===== src/rtl/alu_issue_queue.sv =====
// alu_issue_queue: request FIFO in front of a combinational ALU, with a
// registered result stage and a valid/ready handshake on both sides.
// The head entry drives the external ALU. Its answer is captured into the
// result register when the head issues.
module alu_issue_queue #(
  parameter int DEPTH = 4
) (
  input  logic                       clk,
  input  logic                       rst_n,
  input  logic                       in_valid,
  output logic                       in_ready,
  input  logic [7:0]                 in_num1,
  input  logic [31:0]                in_num2,
  input  logic [2:0]                 in_op,
  output logic [7:0]                 alu_num1,
  output logic [31:0]                alu_num2,
  output logic [2:0]                 alu_op,
  input  logic [31:0]                alu_ans,
  output logic                       out_valid,
  input  logic                       out_ready,
  output logic [31:0]                out_ans,
  output logic [2:0]                 out_op,
  output logic                       out_err,
  output logic [$clog2(DEPTH):0]     count
);
  localparam int AW = $clog2(DEPTH);
  localparam int CW = AW + 1;
  localparam logic [CW-1:0] FULL = CW'(DEPTH);

  typedef struct packed {
    logic [7:0]  num1;
    logic [31:0] num2;
    logic [2:0]  op;
  } req_t;

  req_t          mem [DEPTH];
  req_t          head;
  logic [AW-1:0] wr_ptr, rd_ptr;
  logic          push, issue, empty, illegal;

  assign empty    = (count == '0);
  assign in_ready = (count != FULL);
  assign push     = in_valid && in_ready;
  assign issue    = !empty && (!out_valid || out_ready);
  assign head     = mem[rd_ptr];
  // Opcodes 110 and 111 are illegal: flagged in out_err, answer forced to 0.
  assign illegal  = head.op[2] & head.op[1];

  // The ALU sees zeros while the queue is empty, so stale storage never leaks out.
  always_comb begin
    alu_num1 = '0;
    alu_num2 = '0;
    alu_op   = '0;
    if (!empty) begin
      alu_num1 = head.num1;
      alu_num2 = head.num2;
      alu_op   = head.op;
    end
  end

  // Storage write. The data is not reset, and a push on a reset edge is dropped.
  always_ff @(posedge clk) begin
    if (rst_n && push)
      mem[wr_ptr] <= '{num1: in_num1, num2: in_num2, op: in_op};
  end

  // Pointers and occupancy. Both pointers wrap naturally because DEPTH is a power of two.
  always_ff @(posedge clk) begin
    if (!rst_n) begin
      wr_ptr <= '0;
      rd_ptr <= '0;
      count  <= '0;
    end else begin
      if (push)  wr_ptr <= wr_ptr + 1'b1;
      if (issue) rd_ptr <= rd_ptr + 1'b1;
      case ({push, issue})
        2'b10:   count <= count + 1'b1;
        2'b01:   count <= count - 1'b1;
        default: count <= count;
      endcase
    end
  end

  // Result register. It loads on issue and only drops valid when it is drained.
  always_ff @(posedge clk) begin
    if (!rst_n) begin
      out_valid <= 1'b0;
      out_ans   <= '0;
      out_op    <= '0;
      out_err   <= 1'b0;
    end else if (issue) begin
      out_valid <= 1'b1;
      out_ans   <= illegal ? 32'h0 : alu_ans;
      out_op    <= head.op;
      out_err   <= illegal;
    end else if (out_ready) begin
      out_valid <= 1'b0;
    end
  end

endmodule


===== config.mk =====
export PLATFORM = sky130hd
export DESIGN_NAME = alu_issue_queue
export DESIGN_NICKNAME = d
export VERILOG_FILES = /design/src/rtl/alu_issue_queue.sv
export SDC_FILE = /design/constraint.sdc
export NUM_CORES = 1
export LEC_CHECK = 0
export ABC_AREA = 0
export CORE_AREA = 2 2 125 127
export CTS_BUF_LIST = sky130_fd_sc_hd__clkbuf_4
export CTS_CLUSTER_DIAMETER = 60
export CTS_CLUSTER_SIZE = 8
export DETAILED_ROUTE_END_ITERATION = 16
export DIE_AREA = 0 0 127 129
export PLACE_DENSITY_LB_ADDON = 0.12
export SLEW_MARGIN = 25
export SYNTH_ARGS = -nofsm -noshare
export SYNTH_HDL_FRONTEND = slang
export SYNTH_SLANG_ARGS = --single-unit

===== constraint.sdc =====
create_clock -name clk -period 6.55 [get_ports clk]
set_input_delay 0.9825 -clock clk [delete_from_list [all_inputs] [get_ports clk]]
set_output_delay 0.9825 -clock clk [all_outputs]
set_load 0.03 [all_outputs]

==> results of run 1 <==
[routing by layer]
layer | global-route usage [%] | vias to the layer above
li1 | - | 2303
met2 | 35.6 | 185
met5 | 0 | -
met4 | 5.04 | 0
met3 | 3.95 | 24
met1 | 26.9 | 2457
[registers in the layout, summed over array words and instances (netlist names), named ones only]
register	cells
mem	172
out_ans	32
count	3
out_op	3
rd_ptr	2
wr_ptr	2
out_err	1
out_valid	1
[through the flow]
step / hold WS [ns] / instances
floorplan: 0.455 / 501
global placement: 0.456 / 818
detailed placement: 0.469 / 818
CTS: 0.488 / 873
global route: 0.498 / 874
finish: 0.486 / 875
[critical path: stages (launching register included)]
cell             delay [ns]
dfxtp_1                0.44
or3_2                  0.72
buf_4                  0.46
and2_1                 0.19
clkdlybuf4s50_1        0.67
[path summary, 6_finish.rpt]
check              start           end  slack [ns]  cells past startpoint
max             count[0]  alu_num2[27]        2.44                      4
max reg2reg     count[0]      count[2]        3.72                      9
min reg2reg  out_ans[25]   out_ans[25]        0.49                      2
min          out_ans[25]   out_ans[25]        0.49                      2
[final cells by class]
class,instances,share of cell area (%)
antenna,1,0.0232
clock buffer,54,3.76
clock inverter,1,0.0580
inverter,8,0.279
multi-input combinational,235,21.4
sequential,218,56.5
tap,188,2.18
timing repair buffer,170,15.8
[cells in the final DEF, fill, tap and decap left out, drive strengths merged]
cell,n
a21o,2
o21ai,6
or3,2
dfxtp,46
nor2,4
clkbuf,54
buf,9
a21oi,12
inv,9
or3b,1
ha,5
nand4,33
clkdlybuf4s50,161
mux4,43
fa,1
nor3,1
nand3,6
xor2,2
or4,1
and2,45
nand2,32
edfxtp,172
o31ai,1
o22ai,32
nand2b,1
nor2b,1
diode,1
and3,4
[cells by family after synthesis]
group | Yosys count
AO/OA/AOI/OAI | 53
XOR/XNOR | 2
adder cells (fa/ha/maj) | 6
buffers and inverters | 48
flip-flops | 218
multiplexers | 43
AND/OR/NAND/NOR | 131
[power by group]
group	switching, mW	internal [mW]	total (mW)
Sequential	0.139	1.65	1.79
Clock	0.431	0.367	0.798
Combinational	1.10	0.870	1.97
==> run metrics, run 1 <==
count of input and output buffers about 160; GP Congestion between 0.7 and 0.8; met3 wire length around 1.1 mm; Lkg Pwr roughly 3.5 nW; Simple-Gate Fraction of Synth Area 8.42%; ANT nets after route 0; Syn Nets 586; DR iter-0 viols approximately 260; Ys Warns 0; Synth area leader edfxtp_1; Fillers ~1000; Achievable Freq approximately 240 MHz; Mapped Cells around 500; clock latency on the worst-skew pair ~0.62 ns; synth cell count leaders edfxtp_1 (172), dfxtp_1 (46), and2_1 (45); Final Hold Vio Count 0; XOR/XNOR Fraction of Synth Area 0.204%; Critical Path RT roughly 5.6 ns; post-route minimum period 4.11 ns; hold_buf cts 0; row count 45; initial antenna violation count 1; Max-slew headroom 32.8%; clk sinks roughly 220; area post-placement 10300 µm²; mux share of post-synthesis cell area a little under an eighth; ys async rst share 0%; WL met2 roughly 8.5 mm; Final Max Slew Viols 0; #FFs+latches synth approximately 220; Die Ht about 130 µm; total power draw roughly 4.6 mW; Layout Nets 749; Top Metal Used met4; startpoint types register; Setup CP Type register to primary output; cell area after synthesis approximately 8600 µm²; drt wl/cell just under 20 µm; Synth Area in Adders less than 1%; Synth top area share about three fifths; final WL 16.9 mm; Vias/cell between 5 and 6; top_reg_cell synth edfxtp_1; register area share after synthesis between 70 and 80%; routed vias 4969; FF/Latch Area 6090 µm²; Core Region between 10000 and 15000 µm²; count of flip-flops with a built-in enable after synthesis between 150 and 200; Crit Path Max Fanout 46; Setup TNS 0 ns; area of the multi-input gates ~2300 µm²; dpl hpwl a little over 10 mm; Setup-failing EPs final 0; largest net degree at the start of global routing 70; crit path DAT around 3.1 ns; CTS resizes 0; die width around 130 µm; final instance area about 11000 µm²; Synth area leaders edfxtp_1 (60%), mux4_2 (11%), dfxtp_1 (11%); I/O pins ~160; H-tree level count 1; Max Cap Viol 0; drt pass-1 iters 4; share of cells above drive strength 1 between 20% and 30%; Die Area between 15000 and 20000 µm²; outcome finished, final reports clean; setup bufs post-CTS 0; CTS tree done; Hold Path Class register to register; Worst setup EP type primary output; Avg Cell Area, Syn roughly 17 µm²; # DRC 0; Starting Density between 50% and 60%; Cell Pwr Density about 420 nW/µm²; post-layout util a little under three quarters; GR Overflow Total 0; GR Util All Layers between 20 and 25%; unrepaired setup endpoints after global routing false; clock skew 0.0227 ns; met1 wire length 7.02 mm; VDD IR-drop max 299 µV; dpl ws between 2 and 3 ns; TritonCTS buffer count 31; fin worst setup slack 2.44 ns; Slew @ Worst Pin roughly 1.0 ns; vias in the first global route 5072; clk buf depth 3; compound-gate portion of the synthesized area under 10%; largest family of logic cells by synthesized area multiplexers; clk slew on worst S/H paths 0.09 ns; top-count cell post-synth edfxtp_1; P&R area growth vs syn 25.3%; first-pass GRT wire length ~26 mm; clock root cell clkbuf_4; fin crit share a little over three fifths; unique cell type count in the Yosys netlist 29
Note: power is estimated with default switching activity, not from simulation.
==> inputs of run 2 (changes only) <==
--- a/config.mk
+++ b/config.mk
@@ -6,12 +6,12 @@
 export NUM_CORES = 1
 export LEC_CHECK = 0
 export ABC_AREA = 0
-export CORE_AREA = 2 2 125 127
+export CORE_AREA = 2 2 130 132
 export CTS_BUF_LIST = sky130_fd_sc_hd__clkbuf_4
 export CTS_CLUSTER_DIAMETER = 60
 export CTS_CLUSTER_SIZE = 8
 export DETAILED_ROUTE_END_ITERATION = 16
-export DIE_AREA = 0 0 127 129
+export DIE_AREA = 0 0 132 134
 export PLACE_DENSITY_LB_ADDON = 0.12
 export SLEW_MARGIN = 25
 export SYNTH_ARGS = -nofsm -noshare
==> constraint.sdc (replaced) <==
create_clock -name clk -period 4.3 [get_ports clk]
set_input_delay 0.645 -clock clk [delete_from_list [all_inputs] [get_ports clk]]
set_output_delay 0.645 -clock clk [all_outputs]
set_load 0.03 [all_outputs]
==> run 2 against run 1 <==
  * Global-route usage decreased by 0.52 points
  * First-iteration DRC count rose by 48%
  * Die area is 8.0% higher
  * Core utilization fell by 5.4 points
  * Routed wire length increased by 6.0%
  * Non-clock buffer count is 5 higher
  * Flip-flop and latch count stayed put
  * Combinational power rose by 55%
  * Critical endpoint is now alu_num2[12]
  * Highest routed layer is now met5
==> run metrics, run 2 (same netlist as run 1, synthesis figures left out) <==
outcome finished, final reports clean; clock root cell clkbuf_4; hold_buf cts 0 (unchanged); Layout Nets 754 (+0.67%); row count 47 (+4.4%); DR iter-0 viols 385 (+48%); Setup TNS 0 ns (unchanged); Worst setup EP type primary output; final WL 17.9 mm (+6.0%); count of input and output buffers 162 (unchanged); # DRC 0 (unchanged); Top Registers mem: 172 flops, out_ans: 32 flops; Final Max Slew Viols 0 (unchanged); Starting Density 52.8% (-4.6 points); Fin Hold WS 0.483 ns (-0.00325 ns); setup bufs post-CTS 0 (unchanged); Die Ht 134 µm (+3.9%); Fillers 1203 (+24%); ANT nets after route 0 (unchanged); Final Hold Vio Count 0 (unchanged); die width 132 µm (+3.9%); Achievable Freq 269 MHz; Vias/cell 5.53 (-2.6%); share of cells above drive strength 1 22.1% (+0.71 points); TritonCTS buffer count 31 (unchanged); clock skew 0.0484 ns (+0.0257 ns); I/O pins 163 (unchanged); CTS tree done; post-route minimum period between 3 and 4 ns; initial antenna violation count 2 (+1); drt wl/cell 19.6 µm (+1.7%); Setup CP Type register to primary output; reg2reg start count[2]; startpoint types register; H-tree level count 1 (unchanged); Slew @ Worst Pin 0.934 ns (-0.0659 ns); clk slew on worst S/H paths 0.09 ns (about the same); vias in the first global route 5179 (+2.1%); Die Area 17700 µm² (+8.0%); crit path DAT 3.07 ns (-0.06 ns); Max-slew headroom 37.7% (+4.9 points); P&R area growth vs syn 26.0%; Crit Path Max Fanout 26 (-43%); Critical Path RT 3.65 ns (-1.92 ns); VDD IR-drop max 400 µV (+34%); Largest Register mem; unrepaired setup endpoints after global routing false; max reg flops 172 (unchanged); most frequent cells in the layout edfxtp_1 (172), clkdlybuf4s50_1 (161), clkbuf_4 (54); fin crit share a little under nine tenths; GP Congestion 0.755 (-2.3%); Lkg Pwr 3.53 nW (+0.53%); largest net degree at the start of global routing 66 (-5.7%); Setup-failing EPs final 0 (unchanged); Hold Path Class register to register; GR Overflow Total 0 (unchanged); hold path startpoint out_ans[2]; dpl hpwl 11.0 mm (+9.4%); clk buf depth 3 (unchanged); Core Region 16300 µm² (+8.8%); clk sinks 218 (unchanged); drt pass-1 iters 4 (unchanged); GR Util All Layers 19.9% (-0.52 points); Cell Pwr Density 644 nW/µm² (+52%); first-pass GRT wire length 27.8 mm (+5.8%); CTS resizes 0 (unchanged); commonest non-fill, non-tap cell in the layout edfxtp_1; Max Cap Viol 0 (unchanged); routed vias 5043 (+1.5%); clock latency on the worst-skew pair 0.68 ns (+0.06 ns)
run 2: cell count changes in the layout (fill, tap and decap cells not counted):
| cell | previous run | this run |
|---|---|---|
| buf_16 | 1 | 0 |
| buf_2 | 0 | 1 |
| buf_4 | 8 | 13 |
| clkinv_4 | 0 | 1 |
| inv_4 | 1 | 0 |
| nor3_1 | 1 | 0 |
| nor3_2 | 0 | 1 |
run 2: critical path, stage by stage (launching register included):
cell,delay [ns]
dfxtp_2,0.82
buf_4,0.41
mux4_2,0.36
and2_1,0.20
clkdlybuf4s50_1,0.60
run 2: report_power, final:
part | leakage [nW] | internal, mW | switching [mW]
clock | 0.253 | 0.559 | 0.683
combinational | 1.34 | 1.31 | 1.74
sequential | 1.94 | 2.51 | 0.181
run 2: metrics by stage:
stage / total power, mW / std cells / utilization [%] / worst slack (ns) / cell area, µm²
after floorplan: 4.70 / 501 / - / 1.39 / 8600
final: 6.98 / 912 / 66.5 / 0.586 / 10800
after CTS: 7.05 / 911 / 66.5 / 0.504 / 10800
after detailed placement: 5.80 / 856 / 64.0 / 1.26 / 10400
after global placement: 5.75 / 856 / 64.0 / 1.27 / 10400
after global routing: 7.31 / 912 / 66.5 / 0.412 / 10800
run 2: path summary, 6_finish.rpt:
path | end | slack [ns] | cells after the start
worst max register to register | count[2] | 1.65 | 9
worst min-delay path | out_ans[2] | 0.48 | 2
worst max-delay path | alu_num2[12] | 0.59 | 4
worst min register to register | out_ans[2] | 0.48 | 2
run 2: layout make-up:
class                      instances  area (µm²)  area share [%]
clock buffer                      54         405            3.74
antenna                            1        2.50          0.0231
clock inverter                     1        8.76          0.0808
sequential                       218        6090            56.2
tap                              220         275            2.54
multi-input combinational        235        2310            21.3
inverter                           8        30.0           0.277
timing repair buffer             175        1710            15.8
run 2: routing by layer:
layer | GRT usage (%) | wire length (µm) | vias up
li1 | - | - | 2309
met1 | 26.7 | 7680 | 2529
met2 | 33.3 | 8680 | 179
met3 | 4.84 | 1300 | 24
met4 | 4.83 | 224 | 2
met5 | 0 | 13 | -
